===== config.mk =====
export PLATFORM = sky130hd
export DESIGN_NAME = ps2_controls
export DESIGN_NICKNAME = d
export VERILOG_FILES = /design/src/rtl/ps2_controls_pkg.sv /design/src/rtl/ps2_controls_socd.sv /design/src/rtl/ps2_controls.sv
export SDC_FILE = /design/constraint.sdc
export NUM_CORES = 1
export LEC_CHECK = 0
export BUFFER_PORTS_ARGS = -buffer_cell sky130_fd_sc_hd__buf_2
export CELL_PAD_IN_SITES_DETAIL_PLACEMENT = 0
export CELL_PAD_IN_SITES_GLOBAL_PLACEMENT = 2
export CORE_UTILIZATION = 29
export CTS_CLUSTER_DIAMETER = 100
export CTS_CLUSTER_SIZE = 30
export DETAILED_ROUTE_END_ITERATION = 10
export GPL_TIMING_DRIVEN = 1
export HOLD_SLACK_MARGIN = 0.05
export PLACE_DENSITY_LB_ADDON = 0.1
export SYNTH_ARGS = -nofsm -noshare
export SYNTH_HDL_FRONTEND = slang
export SYNTH_SLANG_ARGS = --single-unit

===== constraint.sdc =====
create_clock -name clk_sys -period 2.15 [get_ports clk_sys]
set_input_delay 0.43 -clock clk_sys [delete_from_list [all_inputs] [get_ports clk_sys]]
set_output_delay 0.43 -clock clk_sys [all_outputs]
set_load 0.005 [all_outputs]

===== src/rtl/ps2_controls_pkg.sv =====
// Shared constants for ps2_controls: scan-code table, service keys, SOCD modes
// and the index of each control within a player's control vector.
package ps2_controls_pkg;

  localparam int MAX_PLAYERS = 4;
  localparam int NUM_CTRL    = 12;

  localparam int CTRL_RIGHT = 0;
  localparam int CTRL_LEFT  = 1;
  localparam int CTRL_DOWN  = 2;
  localparam int CTRL_UP    = 3;
  localparam int CTRL_B1    = 4;
  localparam int CTRL_B2    = 5;
  localparam int CTRL_B3    = 6;
  localparam int CTRL_START = 7;
  localparam int CTRL_COIN  = 8;
  localparam int CTRL_PAUSE = 9;
  localparam int CTRL_B7    = 10;
  localparam int CTRL_B8    = 11;

  localparam int SOCD_PASS    = 0;
  localparam int SOCD_NEUTRAL = 1;
  localparam int SOCD_LAST    = 2;

  typedef logic [8:0] scan_t;  // {E0-extended, scan code}

  localparam scan_t SVC1_CODE = 9'h005;  // F1
  localparam scan_t SVC2_CODE = 9'h006;  // F2

  // Rows listed highest index first: player 3..0, and per player b8..b1, up, down, left, right.
  localparam logic [3:0][11:0][8:0] KEY_TABLE = '{
    '{9'h034, 9'h033, 9'h044, 9'h03E, 9'h025, 9'h049, 9'h041, 9'h03A, 9'h043, 9'h042, 9'h03B, 9'h04B},
    '{9'h06C, 9'h07A, 9'h04C, 9'h03D, 9'h026, 9'h069, 9'h071, 9'h070, 9'h075, 9'h072, 9'h06B, 9'h074},
    '{9'h035, 9'h02C, 9'h02B, 9'h036, 9'h01E, 9'h02D, 9'h024, 9'h015, 9'h01D, 9'h01B, 9'h01C, 9'h023},
    '{9'h01A, 9'h012, 9'h04D, 9'h02E, 9'h016, 9'h029, 9'h011, 9'h014, 9'h175, 9'h172, 9'h16B, 9'h174}
  };

  function automatic scan_t key_code(input int player, input int ctrl);
    return KEY_TABLE[player[1:0]][ctrl[3:0]];
  endfunction

endpackage


===== src/rtl/ps2_controls_socd.sv =====
// Resolves one axis (positive = right/down, negative = left/up) when both
// opposite directions are active at once.
module ps2_controls_socd
  import ps2_controls_pkg::*;
#(
  parameter int SOCD_MODE = SOCD_PASS
) (
  input  logic clk_sys,
  input  logic reset_n,
  input  logic pos_raw,
  input  logic neg_raw,
  output logic pos_res,
  output logic neg_res
);

  logic pos_prev;
  logic neg_prev;
  logic last_neg_q;
  logic last_neg_d;

  always_ff @(posedge clk_sys) begin
    if (!reset_n) begin
      pos_prev   <= 1'b0;
      neg_prev   <= 1'b0;
      last_neg_q <= 1'b0;
    end else begin
      pos_prev   <= pos_raw;
      neg_prev   <= neg_raw;
      last_neg_q <= last_neg_d;
    end
  end

  // The direction rising this cycle already counts, so the newest press wins without a
  // one-cycle glitch; a simultaneous rise favours the positive direction.
  always_comb begin
    last_neg_d = last_neg_q;
    if (pos_raw && !pos_prev) begin
      last_neg_d = 1'b0;
    end else if (neg_raw && !neg_prev) begin
      last_neg_d = 1'b1;
    end

    pos_res = pos_raw;
    neg_res = neg_raw;
    if (pos_raw && neg_raw) begin
      case (SOCD_MODE)
        SOCD_NEUTRAL: begin
          pos_res = 1'b0;
          neg_res = 1'b0;
        end
        SOCD_LAST: begin
          pos_res = !last_neg_d;
          neg_res = last_neg_d;
        end
        default: ;
      endcase
    end
  end

endmodule


===== src/rtl/ps2_controls.sv =====
// Merges PS/2 keyboard keys and joystick bits into per-player control vectors
// with SOCD resolution and per-button autofire.
module ps2_controls
  import ps2_controls_pkg::*;
#(
  parameter int PLAYERS   = 2,
  parameter int BUTTONS   = 6,
  parameter int SOCD_MODE = SOCD_PASS,
  parameter int AF_FRAMES = 2
) (
  input  logic                            clk_sys,
  input  logic                            reset_n,
  input  logic [10:0]                     ps2_key,
  input  logic [PLAYERS*16-1:0]           joystick,
  input  logic [PLAYERS*BUTTONS-1:0]      autofire_en,
  input  logic                            vblank,
  output logic [PLAYERS*(4+BUTTONS)-1:0]  controls,
  output logic [1:0]                      service
);

  localparam int         NCTRL   = 4 + BUTTONS;
  localparam logic [3:0] AF_LAST = 4'(AF_FRAMES - 1);

  logic                     tog_p0;
  logic                     evt_p0;
  logic [9:0]               code_p0;
  logic [1:0]               svc_p1;
  logic [PLAYERS*NCTRL-1:0] key_p1;
  logic [PLAYERS*NCTRL-1:0] ctrl_d;
  logic                     vb_q;
  logic [3:0]               af_cnt;
  logic                     af_phase;

  // p0: toggle edge capture; history follows the input in reset so release is silent
  always_ff @(posedge clk_sys) begin
    tog_p0 <= ps2_key[10];
    if (!reset_n) begin
      evt_p0  <= 1'b0;
      code_p0 <= '0;
    end else begin
      evt_p0  <= ps2_key[10] ^ tog_p0;
      code_p0 <= ps2_key[9:0];
    end
  end

  // p1: key registers
  always_ff @(posedge clk_sys) begin
    if (!reset_n) begin
      svc_p1 <= 2'b00;
    end else if (evt_p0) begin
      if (code_p0[8:0] == SVC1_CODE) svc_p1[0] <= code_p0[9];
      if (code_p0[8:0] == SVC2_CODE) svc_p1[1] <= code_p0[9];
    end
  end

  always_ff @(posedge clk_sys) begin
    vb_q <= vblank;
    if (!reset_n) begin
      af_cnt   <= 4'd0;
      af_phase <= 1'b1;
    end else if (vblank && !vb_q) begin
      if (af_cnt == AF_LAST) begin
        af_cnt   <= 4'd0;
        af_phase <= !af_phase;
      end else begin
        af_cnt <= af_cnt + 4'd1;
      end
    end
  end

  for (genvar p = 0; p < PLAYERS; p++) begin : g_player
    logic [NCTRL-1:0] raw;
    logic [NCTRL-1:0] res;
    logic             unused_joy;

    for (genvar c = 0; c < NCTRL; c++) begin : g_key
      logic key_q;
      always_ff @(posedge clk_sys) begin
        if (!reset_n) begin
          key_q <= 1'b0;
        end else if (evt_p0 && (code_p0[8:0] == key_code(p, c))) begin
          key_q <= code_p0[9];
        end
      end
      assign key_p1[p*NCTRL+c] = key_q;
    end

    assign raw        = key_p1[p*NCTRL +: NCTRL] | joystick[p*16 +: NCTRL];
    assign unused_joy = ^joystick[p*16+NCTRL +: 16-NCTRL];

    ps2_controls_socd #(.SOCD_MODE(SOCD_MODE)) u_socd_h (
      .clk_sys (clk_sys),
      .reset_n (reset_n),
      .pos_raw (raw[CTRL_RIGHT]),
      .neg_raw (raw[CTRL_LEFT]),
      .pos_res (res[CTRL_RIGHT]),
      .neg_res (res[CTRL_LEFT])
    );

    ps2_controls_socd #(.SOCD_MODE(SOCD_MODE)) u_socd_v (
      .clk_sys (clk_sys),
      .reset_n (reset_n),
      .pos_raw (raw[CTRL_DOWN]),
      .neg_raw (raw[CTRL_UP]),
      .pos_res (res[CTRL_DOWN]),
      .neg_res (res[CTRL_UP])
    );

    for (genvar b = 0; b < BUTTONS; b++) begin : g_btn
      assign res[CTRL_B1+b] = raw[CTRL_B1+b] & (af_phase | !autofire_en[p*BUTTONS+b]);
    end

    assign ctrl_d[p*NCTRL +: NCTRL] = res;
  end

  // p2: output registers
  always_ff @(posedge clk_sys) begin
    if (!reset_n) begin
      controls <= '0;
      service  <= 2'b00;
    end else begin
      controls <= ctrl_d;
      service  <= svc_p1;
    end
  end

endmodule


# After elaboration in Yosys (flattened, before gate mapping)
# Cells that the tools add are included.
[classes]
eq_ne = 23
n_bitwise = 27
n_reduce_logical = 38
n_mux = 1
addsub = 1
[ops]
columns = ["cell", "count"]
rows = [
  ["$eq 9x5->1 const B", 8],
  ["$eq 9x6->1 const B", 7],
  ["$eq 9x9->1 const B", 4],
  ["$logic_and 1x1->1", 21],
  ["$or 10x10->10", 2],
  ["$eq 9x3->1 const B", 2],
  ["$logic_not 1->1", 14],
  ["$and 1x1->1", 12],
  ["$or 1x1->1", 12],
  ["$eq 9x7->1 const B", 1],
  ["$reduce_and 2->1", 3],
  ["$add 4x1->4 const B", 1],
  ["$eq 4x1->1 const B", 1],
  ["$mux 4", 1],
  ["$xor 1x1->1", 1],
]
[totals]
out_inout_bits = 22
regBits = 62
inputBits = 58

# Longest topological paths before layout
# Gate-level depths: netlist of the first run.
[logic_depth]
word_depth = 3
mapped_depth = 5
depth_no_buf = 3

# Hierarchy
# Synthesis of the first run repeated with hierarchy kept, for this count alone.
[hier_totals]
hier_cells = 237
hier_area_um2 = 2409.8
[modules_own_cells]
columns = ["module", "area_per_inst_um2", "instances", "cells_each"]
rows = [
  ["ps2_controls", 2349.8, 1, 229],
  ["ps2_controls_socd", 15.0, 4, 2],
]

# Least setup slack after synthesis of the first run
# No wires, ideal clock.
[synth_path]
path_kind = "register -> register"
startpoint = "register code_p0[6]"
endpoint = "register g_player[0].g_key[6].key_q"
path_slack_ps = 563
path_stages_with_launch = 6
required_time_ps = 2019
arrival_time_ps = 1456
setup_time_ps = 131
synth_period_minus_slack_ps = 1587
n_path_buf = 2
cell_sequence = "dfxtp_1 or4b_1 buf_6 buf_8 o311ai_1 o41ai_1"
[synth_between]
elab_chain_len = 2
[synth_lines]
columns = ["item", "line_no", "rtl"]
rows = [
  ["from (decl)", "ps2_controls.sv:26", "logic [9:0] code_p0;"],
  ["from (signal assigned)", "ps2_controls.sv:42", "code_p0 <= ps2_key[9:0];"],
  ["$eq 9x6->1", "ps2_controls.sv:81", "end else if (evt_p0 && (code_p0[8:0] == key_code(p, c))) begin"],
  ["$logic_and 1x1->1", "ps2_controls.sv:81", ""],
  ["to (signal assigned)", "ps2_controls.sv:82", "key_q <= code_p0[9];"],
  ["to (decl)", "ps2_controls.sv:77", "logic key_q;"],
]
# No other way between the ends.
# A chain may end at the register's enable or synchronous reset.

# Final worst setup path of the first run
[layout_path]
startpoint = "register code_p0[6]"
endpoint = "register g_player[1].g_key[5].key_q"
[layout_between]
elab_chain_len = 2
[layout_lines]
columns = ["item", "line_no"]
rows = [
  ["$eq 9x6->1", "ps2_controls.sv:81"],
  ["$logic_and 1x1->1", "ps2_controls.sv:81"],
  ["to (signal assigned)", "ps2_controls.sv:82"],
  ["to (decl)", "ps2_controls.sv:77"],
]
# No other way between the ends.

==> summary.txt, run 1 <==
Logic synthesis
  – Synth Warn #: 0
  – Syn Area/Cell: roughly 10 sq um
  – Seq cells post-synth: between 60 and 70
  – Mapped cell area: approximately 2300 sq um
  – Netlist cell types: 34
  – Ys async rst share: 0%
  – Mapped Cells: 221
  – Syn Nets: between 200 and 300
  – Post-synthesis sequential area ratio: a little over half
  – Main synth FF type: dfxtp_1
  – Number of synthesized flops with an enable pin: 0

Detailed routing
  – Vias: 1871
  – WL/cell: between 10 and 15 um
  – Initial DRC count: 80
  – Drt total wl: approximately 5000 um
  – Via density: roughly 4.7
  – TritonRoute pass-1 iters: 4
  – Routed Antenna Nets: 0
  – Post-route DRC: 0

Timing
  – Fin crit share: about nine tenths
  – Slew of the pin with the lowest slew margin: roughly 0.6 ns
  – Setup TNS: 0 ns
  – Worst hold slack: 0.222 ns
  – RSZ-0062 raised after global routing: no
  – Tmin final: 1.90 ns
  – Final hold vios: 0
  – Slew Limit Headroom: approximately 60%
  – Setup Viol. Count Final: 0
  – F_max: about 530 MHz
  – Skew final: ~0.0049 ns
  – Final Slew Violations: 0

Setup path
  – Crit. End Element: flop
  – CP Launch Point: code_p0[6]
  – Crit Path Category: reg -> reg
  – CP Launch Type: flop
  – Crit Path Max Fanout: 18
  – Arr. time, crit path: roughly 2.1 ns
  – Worst r2r src: code_p0[6]
  – FF-to-FF path depth: 3
  – CP required: 2.35 ns

GRT
  – GR Util All Layers: between 10% and 20%
  – Vias in the first global route: roughly 1700
  – Largest net degree at the start of global routing: 60
  – Initial antenna violation count: 0
  – Aggregate global routing overflow: 0
  – First-pass GRT wire length: 8270 um

Die
  – Initial Util: 29.9%
  – Row cnt: 32
  – Core area: about 7700 sq um
  – Die Y: ~90 um
  – Boundary pin count: 80
  – Die X: a little over 90 um
  – Die ar.: 8330 sq um

Min path
  – Worst hold start: ps2_key[10]
  – HP Class: in -> reg
  – Worst Hold Depth: 1

Placed design
  – Dpl hpwl: about 3400 um
  – Dpl cells: 378
  – Placed inst area: 2720 sq um
  – Port Buffer Count: 67
  – GPL Wtd Cong: around 0.63

Clock network
  – Clock Sinks: a little over 60
  – CTS tree: yes
  – Htree depth: 3
  – CTS hold repair buffers: 0
  – Clk buf depth: 2
  – Skew-Pair Late Insertion Delay: 0.33 ns
  – Post_cts resized: 0
  – Clock Tree Root: clkbuf_8
  – Num CTS Buffers: 9
  – Setup repair bufs after CTS: 0
  – Clk slew on worst S/H paths: around 0.07 ns

Pwr
  – Psw: 531 uW
  – IR drop worst, VDD: 0.290 mV
  – Combinational share of power: around 6.8%
  – Clk pwr share: between 40% and 50%
  – Pwr Density: between 700 and 800 nW/um^2
  – Net Sw Frac: between 20% and 30%
  – Reg power frac: a little over half
  – Leak: 0.00122 uW
  – Internal power: between 1500 and 2000 uW
  – Overall Power: 2320 uW

Final layout
  – Storage element area: approximately 1200 sq um
  – Layout Nets: around 350
  – Antenna Diode Count: 0
  – Layout cells sized above 1: slightly below 30%
  – Non-filler instance count after layout: ~390
  – Fillers: between 800 and 900
  – Area Growth Syn to Fin: 25.8%
  – Multi-input gate area: approximately 970 sq um
  – Final cell area excluding filler cells: between 2000 and 3000 sq um

Outcome
  – Run status: completed

Job
  – Maxcap violations: 0
==> power groups by stage <==
| stage | logic, uW | registers, uW | clock network (uW) |
|---|---|---|---|
| global placement | 159 | 1230 | 0 |
| global route | 177 | 1210 | 1050 |
| detailed placement | 160 | 1230 | 0 |
| finish | 158 | 1210 | 957 |
| CTS | 161 | 1210 | 1000 |
| floorplan | 86.4 | 1230 | 0 |
==> state kept, by name, summed over array words and instances (netlist names) <==
register and flops:
af_cnt 4, af_phase 1, code_p0 10, controls 20, evt_p0 1, g_player.g_key.key_q 20
service 2, svc_p1 2, tog_p0 1, vb_q 1
==> layout make-up <==
type	count	share of cell area, %
flip-flops and latches	62	42.7
clock buffers	11	4.52
well taps	102	4.39
repair buffers	71	12.6
multi-input cells	138	33.4
clock inverters	5	1.72
inverters	5	0.646
==> cells in the mapped netlist (all sizes together) (2+ instances only) <==
master / n / area share [%]
buf: 2 / 1.1
o21a: 8 / 2.6
or4b: 3 / 1.3
nand4: 2 / 0.54
nand3: 6 / 1.3
and2: 13 / 3.5
mux2i: 10 / 4.3
xnor2: 2 / 0.76
nand2: 12 / 2.0
nor3: 2 / 0.43
nor2: 2 / 0.33
o21ai: 14 / 3.0
nand2b: 4 / 1.1
nor4bb: 4 / 1.7
nand4bb: 2 / 0.98
a21oi: 13 / 2.8
o311ai: 12 / 4.6
dfxtp: 62 / 54
clkbuf: 14 / 2.3
inv: 5 / 0.81
o41ai: 12 / 4.6
nor4b: 2 / 0.76
nand4b: 6 / 2.3
==> stage by stage <==
step / utilization [%] / worst slack [ns]
5_1_grt: 37.6 / 0.0804
6_report: 37.6 / 0.253
4_1_cts: 37.6 / 0.281
3_3_place_gp: 35.2 / 0.334
3_5_place_dp: 35.2 / 0.282
2_1_floorplan: - / 0.563
==> kinds of logic (layout without fill, tap and decap cells) <==
kind of cell	after synthesis	count (layout)	share of synthesized area (%)
simple gates	63	63	18.0
compound gates	62	62	18.5
flops	62	62	53.7
buf+inv	21	92	4.23
mux	10	10	4.33
xor+xnor	3	3	1.14
==> layout by cell type, fill, tap and decap left out <==
cell type / count
inv_1: 5
a21oi_1: 13
nand2b_1: 4
dfxtp_1: 62
and2_1: 13
and4b_1: 1
clkinv_2: 4
nor2_1: 2
nor3b_1: 1
mux2i_1: 10
bufinv_16: 1
o311ai_0: 10
nand4b_1: 6
nor4b_1: 2
o21a_1: 8
xor2_1: 1
nand4_1: 2
nor3_1: 2
o31ai_1: 1
clkbuf_1: 2
nand4bb_1: 2
clkbuf_8: 9
o211ai_1: 1
nand3b_1: 1
o41ai_1: 12
or4b_1: 3
buf_2: 67
xnor2_1: 2
nand3_1: 6
buf_4: 4
nor2b_1: 1
or4bb_1: 1
nand2_1: 12
nor4bb_1: 4
a21boi_0: 1
o311ai_1: 2
o21ai_0: 14
==> per-layer routing <==
metal,track usage (%),wire [um]
met5,0,0
met3,4.52,333
met4,5.95,96
met2,19.2,2090
met1,16.6,2630
==> path summary, 6_finish.rpt <==
| kind | endpoint | slack [ns] |
|---|---|---|
| hold reg to reg | service[0] | 0.44 |
| setup reg to reg | g_player[1].g_key[5].key_q | 0.25 |
| hold / removal | tog_p0 | 0.22 |
| setup / recovery | g_player[1].g_key[5].key_q | 0.25 |
==> critical path, stage by stage, from the launching register on <==
cell and delay [ns]:
dfxtp_1 0.34, or4b_1 0.82, o311ai_0 0.47, o41ai_1 0.14
No activity file was read; power rests on OpenSTA's default activity.
==> inputs of run 2 (changes only) <==
==> constraint.sdc (replaced) <==
create_clock -name clk_sys -period 2.15 [get_ports clk_sys]
set_input_delay 0.1075 -clock clk_sys [delete_from_list [all_inputs] [get_ports clk_sys]]
set_output_delay 0.1075 -clock clk_sys [all_outputs]
set_load 0.005 [all_outputs]
==> summary.txt, run 2 (same netlist as run 1, synthesis figures left out) <==
Clock network
  – Clk slew on worst S/H paths: 0.07 ns
  – Num CTS Buffers: 9
  – Clock Sinks: 62
  – Clock Tree Root: clkbuf_8
  – Htree depth: 3
  – Setup repair bufs after CTS: 0
  – CTS tree: yes
  – Clk buf depth: 2
  – Skew-Pair Late Insertion Delay: approximately 0.33 ns

GRT
  – GR Util All Layers: about 14%
  – Largest net degree at the start of global routing: 60
  – Aggregate global routing overflow: 0
  – Vias in the first global route: slightly below 2000
  – First-pass GRT wire length: between 9000 and 10000 um
  – Initial antenna violation count: 0

Detailed routing
  – Routed Antenna Nets: 0
  – Vias: between 2000 and 2500
  – TritonRoute pass-1 iters: 5
  – Via density: between 4 and 5
  – WL/cell: ~13 um
  – Drt total wl: ~5600 um
  – Initial DRC count: 90
  – Post-route DRC: 0

Pwr
  – Overall Power: approximately 2600 uW
  – Leak: approximately 0.0014 uW
  – Pwr Density: roughly 770 nW/um^2
  – IR drop worst, VDD: approximately 0.30 mV

Die
  – Die X: 91.2 um
  – Initial Util: approximately 30%
  – Boundary pin count: 80
  – Die Y: between 90 and 100 um
  – Row cnt: 32
  – Core area: slightly below 8000 sq um
  – Die ar.: between 8000 and 9000 sq um

Min path
  – HP Class: in -> reg

Setup path
  – R2r setup slk: about 0.26 ns
  – Crit Path Category: reg -> reg
  – CP Launch Point: code_p0[6]
  – CP required: approximately 2.3 ns
  – FF-to-FF path depth: 3
  – Arr. time, crit path: around 2.1 ns
  – Crit Path Max Fanout: 18
  – R2R Path End: g_player[1].g_key[5].key_q
  – Crit. End Element: flop
  – Last element of the critical path: g_player[1].g_key[5].key_q
  – CP Launch Type: flop
  – Worst r2r src: code_p0[6]

Placed design
  – Placed inst area: about 2700 sq um
  – Dpl cells: between 300 and 400
  – Port Buffer Count: 67
  – Pre-CTS WS: around 0.29 ns
  – Dpl hpwl: roughly 3400 um
  – GPL Wtd Cong: between 0.6 and 0.7

Final layout
  – Layout cells sized above 1: between 20 and 30%
  – Final cell area excluding filler cells: 3400 sq um
  – Layout Nets: ~390
  – Most frequent cells in the layout: 67 x buf_2, 62 x dfxtp_1, 44 x dlygate4sd3_1, 14 x o21ai_0
  – Area Growth Syn to Fin: 47.1%
  – Most common cell after layout, fill and taps aside: buf_2
  – Largest regs: controls (20), g_player.g_key.key_q (20), code_p0 (10)
  – Non-filler instance count after layout: approximately 440
  – Fillers: about 780
  – Antenna Diode Count: 0

Timing
  – F_max: 529 MHz
  – Final Slew Violations: 0
  – RSZ-0062 raised after global routing: no
  – Fin crit share: 87.9%
  – Tmin final: 1.89 ns
  – Slew Limit Headroom: slightly above 60%
  – Final setup margin: 0.259 ns
  – Setup TNS: 0 ns
  – Slew of the pin with the lowest slew margin: a little under 0.6 ns
  – Final hold vios: 0
  – Setup Viol. Count Final: 0
  – Skew final: ~0.0052 ns

Job
  – Maxcap violations: 0

Outcome
  – Run status: completed
[run 2: report_power, final]
group	switching, uW	total (uW)	internal (uW)
registers	23.6	1210	1190
logic	87.6	220	132
clock network	438	1180	747
[run 2: cell type report]
type | count | area, sq um | area share (%)
clock buffers | 13 | 169 | 4.97
clock inverters | 3 | 65.1 | 1.91
inverters | 5 | 18.8 | 0.552
multi-input cells | 138 | 971 | 28.6
flip-flops and latches | 62 | 1240 | 36.5
well taps | 102 | 128 | 3.76
repair buffers | 115 | 806 | 23.7
[run 2: per-stage QoR]
| stage | hold slack, ns | utilization, % |
|---|---|---|
| 2_1_floorplan | 0.135 | - |
| 3_3_place_gp | 0.236 | 35.2 |
| 3_5_place_dp | 0.239 | 35.2 |
| 4_1_cts | 0.354 | 44.0 |
| 5_1_grt | 0.405 | 44.0 |
| 6_report | 0.365 | 44.0 |
[run 2: repair_timing]
action	CTS	global route
hold buffers	44	0
hold endpoints to repair	32	0
gates resized for setup	0	0
[run 2: worst min path at each step]
stage	start	to	slack [ns]	cells past startpoint
final	reset_n	af_phase	0.37	3
after global routing	reset_n	af_phase	0.41	3
after CTS	reset_n	af_phase	0.35	3
after detailed placement	ps2_key[10]	tog_p0	0.24	1
after global placement	ps2_key[10]	tog_p0	0.24	1
after floorplan	ps2_key[10]	tog_p0	0.14	0
[run 2: critical path, cell delays in order (launching register included)]
cell	delay, ns
dfxtp_1	0.34
or4b_1	0.83
o311ai_0	0.43
o41ai_1	0.15
[run 2: layer usage]
metal | vias to the layer above | track usage (%) | share of wire [%]
li1 | 1051 | - | -
met1 | 916 | 17.5 | 49
met2 | 62 | 22.7 | 44
met3 | 9 | 3.85 | 5.0
met4 | 0 | 7.54 | 1.6
met5 | - | 0 | 0
==> inputs of run 3 (changes only) <==
Settings changed: CORE_UTILIZATION 29 to 25, CTS_BUF_LIST set to sky130_fd_sc_hd__clkbuf_8.
==> summary.txt, run 3 (same netlist as run 1, synthesis figures left out) <==
Clock network
  – Htree depth: 3
  – Skew-Pair Late Insertion Delay: 0.34 ns
  – Clock Tree Root: clkbuf_8
  – Clk slew on worst S/H paths: 0.07 ns
  – CTS tree: yes
  – Clk buf depth: 2
  – Num CTS Buffers: 9
  – Clock Sinks: 62

Detailed routing
  – Initial DRC count: 77
  – Via density: 4.60
  – Drt total wl: ~5700 um
  – Routed Antenna Nets: 0
  – Vias: about 2000
  – Met2 routed WL: ~2400 um
  – TritonRoute pass-1 iters: 7
  – Met3 WL: 345 um
  – Post-route DRC: 9
  – WL/cell: 12.9 um
  – Top layer in use: met4
  – Routed metal-1 wirelength: around 2900 um

Die
  – Core area: about 9000 sq um
  – Initial Util: approximately a quarter
  – Die X: about 100 um
  – Row cnt: 34
  – Die Y: slightly below 100 um
  – Die ar.: 9630 sq um
  – Boundary pin count: 80

Placed design
  – Dpl cells: about 390
  – Port Buffer Count: 67
  – Placed inst area: around 2800 sq um
  – Dpl hpwl: about 3700 um
  – GPL Wtd Cong: between 0.6 and 0.7

Setup path
  – Arr. time, crit path: between 2 and 2.5 ns
  – CP required: 2.35 ns
  – Crit Path Category: reg -> reg
  – Crit Path Max Fanout: 18
  – CP Launch Type: flop
  – R2R Path End: g_player[1].g_key[2].key_q
  – Worst r2r src: code_p0[6]
  – FF-to-FF path depth: 3
  – Crit. End Element: flop
  – R2r setup slk: between 0.2 and 0.3 ns

Final layout
  – Multi-input gate area: ~1000 sq um
  – Layout cells sized above 1: between 20% and 30%
  – Most frequent cells in the layout: 67 x buf_2, 62 x dfxtp_1, 43 x dlygate4sd3_1, 14 x o21ai_0
  – Area Growth Syn to Fin: 46.0%
  – Antenna Diode Count: 0
  – Fillers: just over 900
  – Non-filler instance count after layout: about 450
  – Final cell area excluding filler cells: about 3400 sq um
  – Storage element area: between 1000 and 1500 sq um
  – Most common cell after layout, fill and taps aside: buf_2
  – Largest regs: controls (20), g_player.g_key.key_q (20), code_p0 (10)
  – Layout Nets: 391

GRT
  – Initial antenna violation count: 0
  – First-pass GRT wire length: around 9600 um
  – Largest net degree at the start of global routing: 60
  – Vias in the first global route: ~2000
  – Aggregate global routing overflow: 0
  – GR Util All Layers: 13.0%

Pwr
  – IR drop worst, VDD: between 0.3 and 0.4 mV
  – Pwr Density: 719 nW/um^2
  – Leak: 0.00143 uW
  – Overall Power: approximately 2400 uW

Timing
  – Slew Limit Headroom: 56.3%
  – Final hold vios: 0
  – Skew final: just over 0.008 ns
  – Setup TNS: 0 ns
  – Worst hold slack: ~0.07 ns
  – Slew of the pin with the lowest slew margin: 0.654 ns
  – Tmin final: 1.88 ns
  – F_max: ~530 MHz
  – Final Slew Violations: 0
  – RSZ-0062 raised after global routing: no
  – Fin crit share: just under 90%
  – Setup Viol. Count Final: 0

Min path
  – HP Class: in -> reg
  – Hold EP: controls[17]
  – Worst hold start: joystick[23]
  – Worst Hold Depth: 3

Job
  – Maxcap violations: 0

Outcome
  – Run status: finished, violations left
  – Failing checks: DRC
-- run 3: routing by layer --
layer,GRT usage (%),vias up
met4,6.29,0
li1,-,1052
met1,16.4,924
met5,0,-
met3,4.15,7
met2,19.9,64
-- run 3: final cells by class --
cell class	instances	share of cell area, %
Tap cell	108	4.01
Clock inverter	5	1.48
Clock buffer	10	4.08
Multi-Input combinational cell	138	28.8
Timing Repair Buffer	117	24.3
Sequential cell	62	36.8
Inverter	5	0.557
-- run 3: timing repair --
item / 4_1_cts / 5_1_grt
hold buffers: 43 / 0
endpoints found under the hold margin: 32 / 0
resized for setup: 0 / 0
setup buffers: 0 / 0
-- run 3: report_power, final --
group | leakage, uW | internal, uW | switching (uW) | total (uW)
Sequential | 0.000509 | 1190 | 16.1 | 1200
Clock | 0.000102 | 552 | 442 | 994
Combinational | 0.000824 | 135 | 95.1 | 230
Total | 0.00143 | 1870 | 553 | 2430
-- run 3: worst max path at each step --
stage          cells after the start  startpoint  slack (ns)                    endpoint
2_1_floorplan                      5  code_p0[6]        0.56  g_player[0].g_key[6].key_q
3_3_place_gp                       3  code_p0[6]        0.32  g_player[1].g_key[5].key_q
3_5_place_dp                       3  code_p0[6]        0.29  g_player[1].g_key[9].key_q
4_1_cts                            3  code_p0[6]        0.28  g_player[1].g_key[9].key_q
5_1_grt                            3  code_p0[6]        0.14  g_player[1].g_key[6].key_q
6_report                           3  code_p0[6]        0.27  g_player[1].g_key[2].key_q
-- run 3: stage by stage --
stage | setup slack [ns] | util (%)
6_report | 0.273 | 38.1
5_1_grt | 0.135 | 38.1
2_1_floorplan | 0.563 | -
3_5_place_dp | 0.293 | 31.1
4_1_cts | 0.279 | 38.1
3_3_place_gp | 0.323 | 31.1
-- run 3: worst max-delay path: stages (launching register included) --
cell and delay (ns):
dfxtp_1 0.34, or4b_1 0.82, o311ai_0 0.46, o41ai_1 0.12
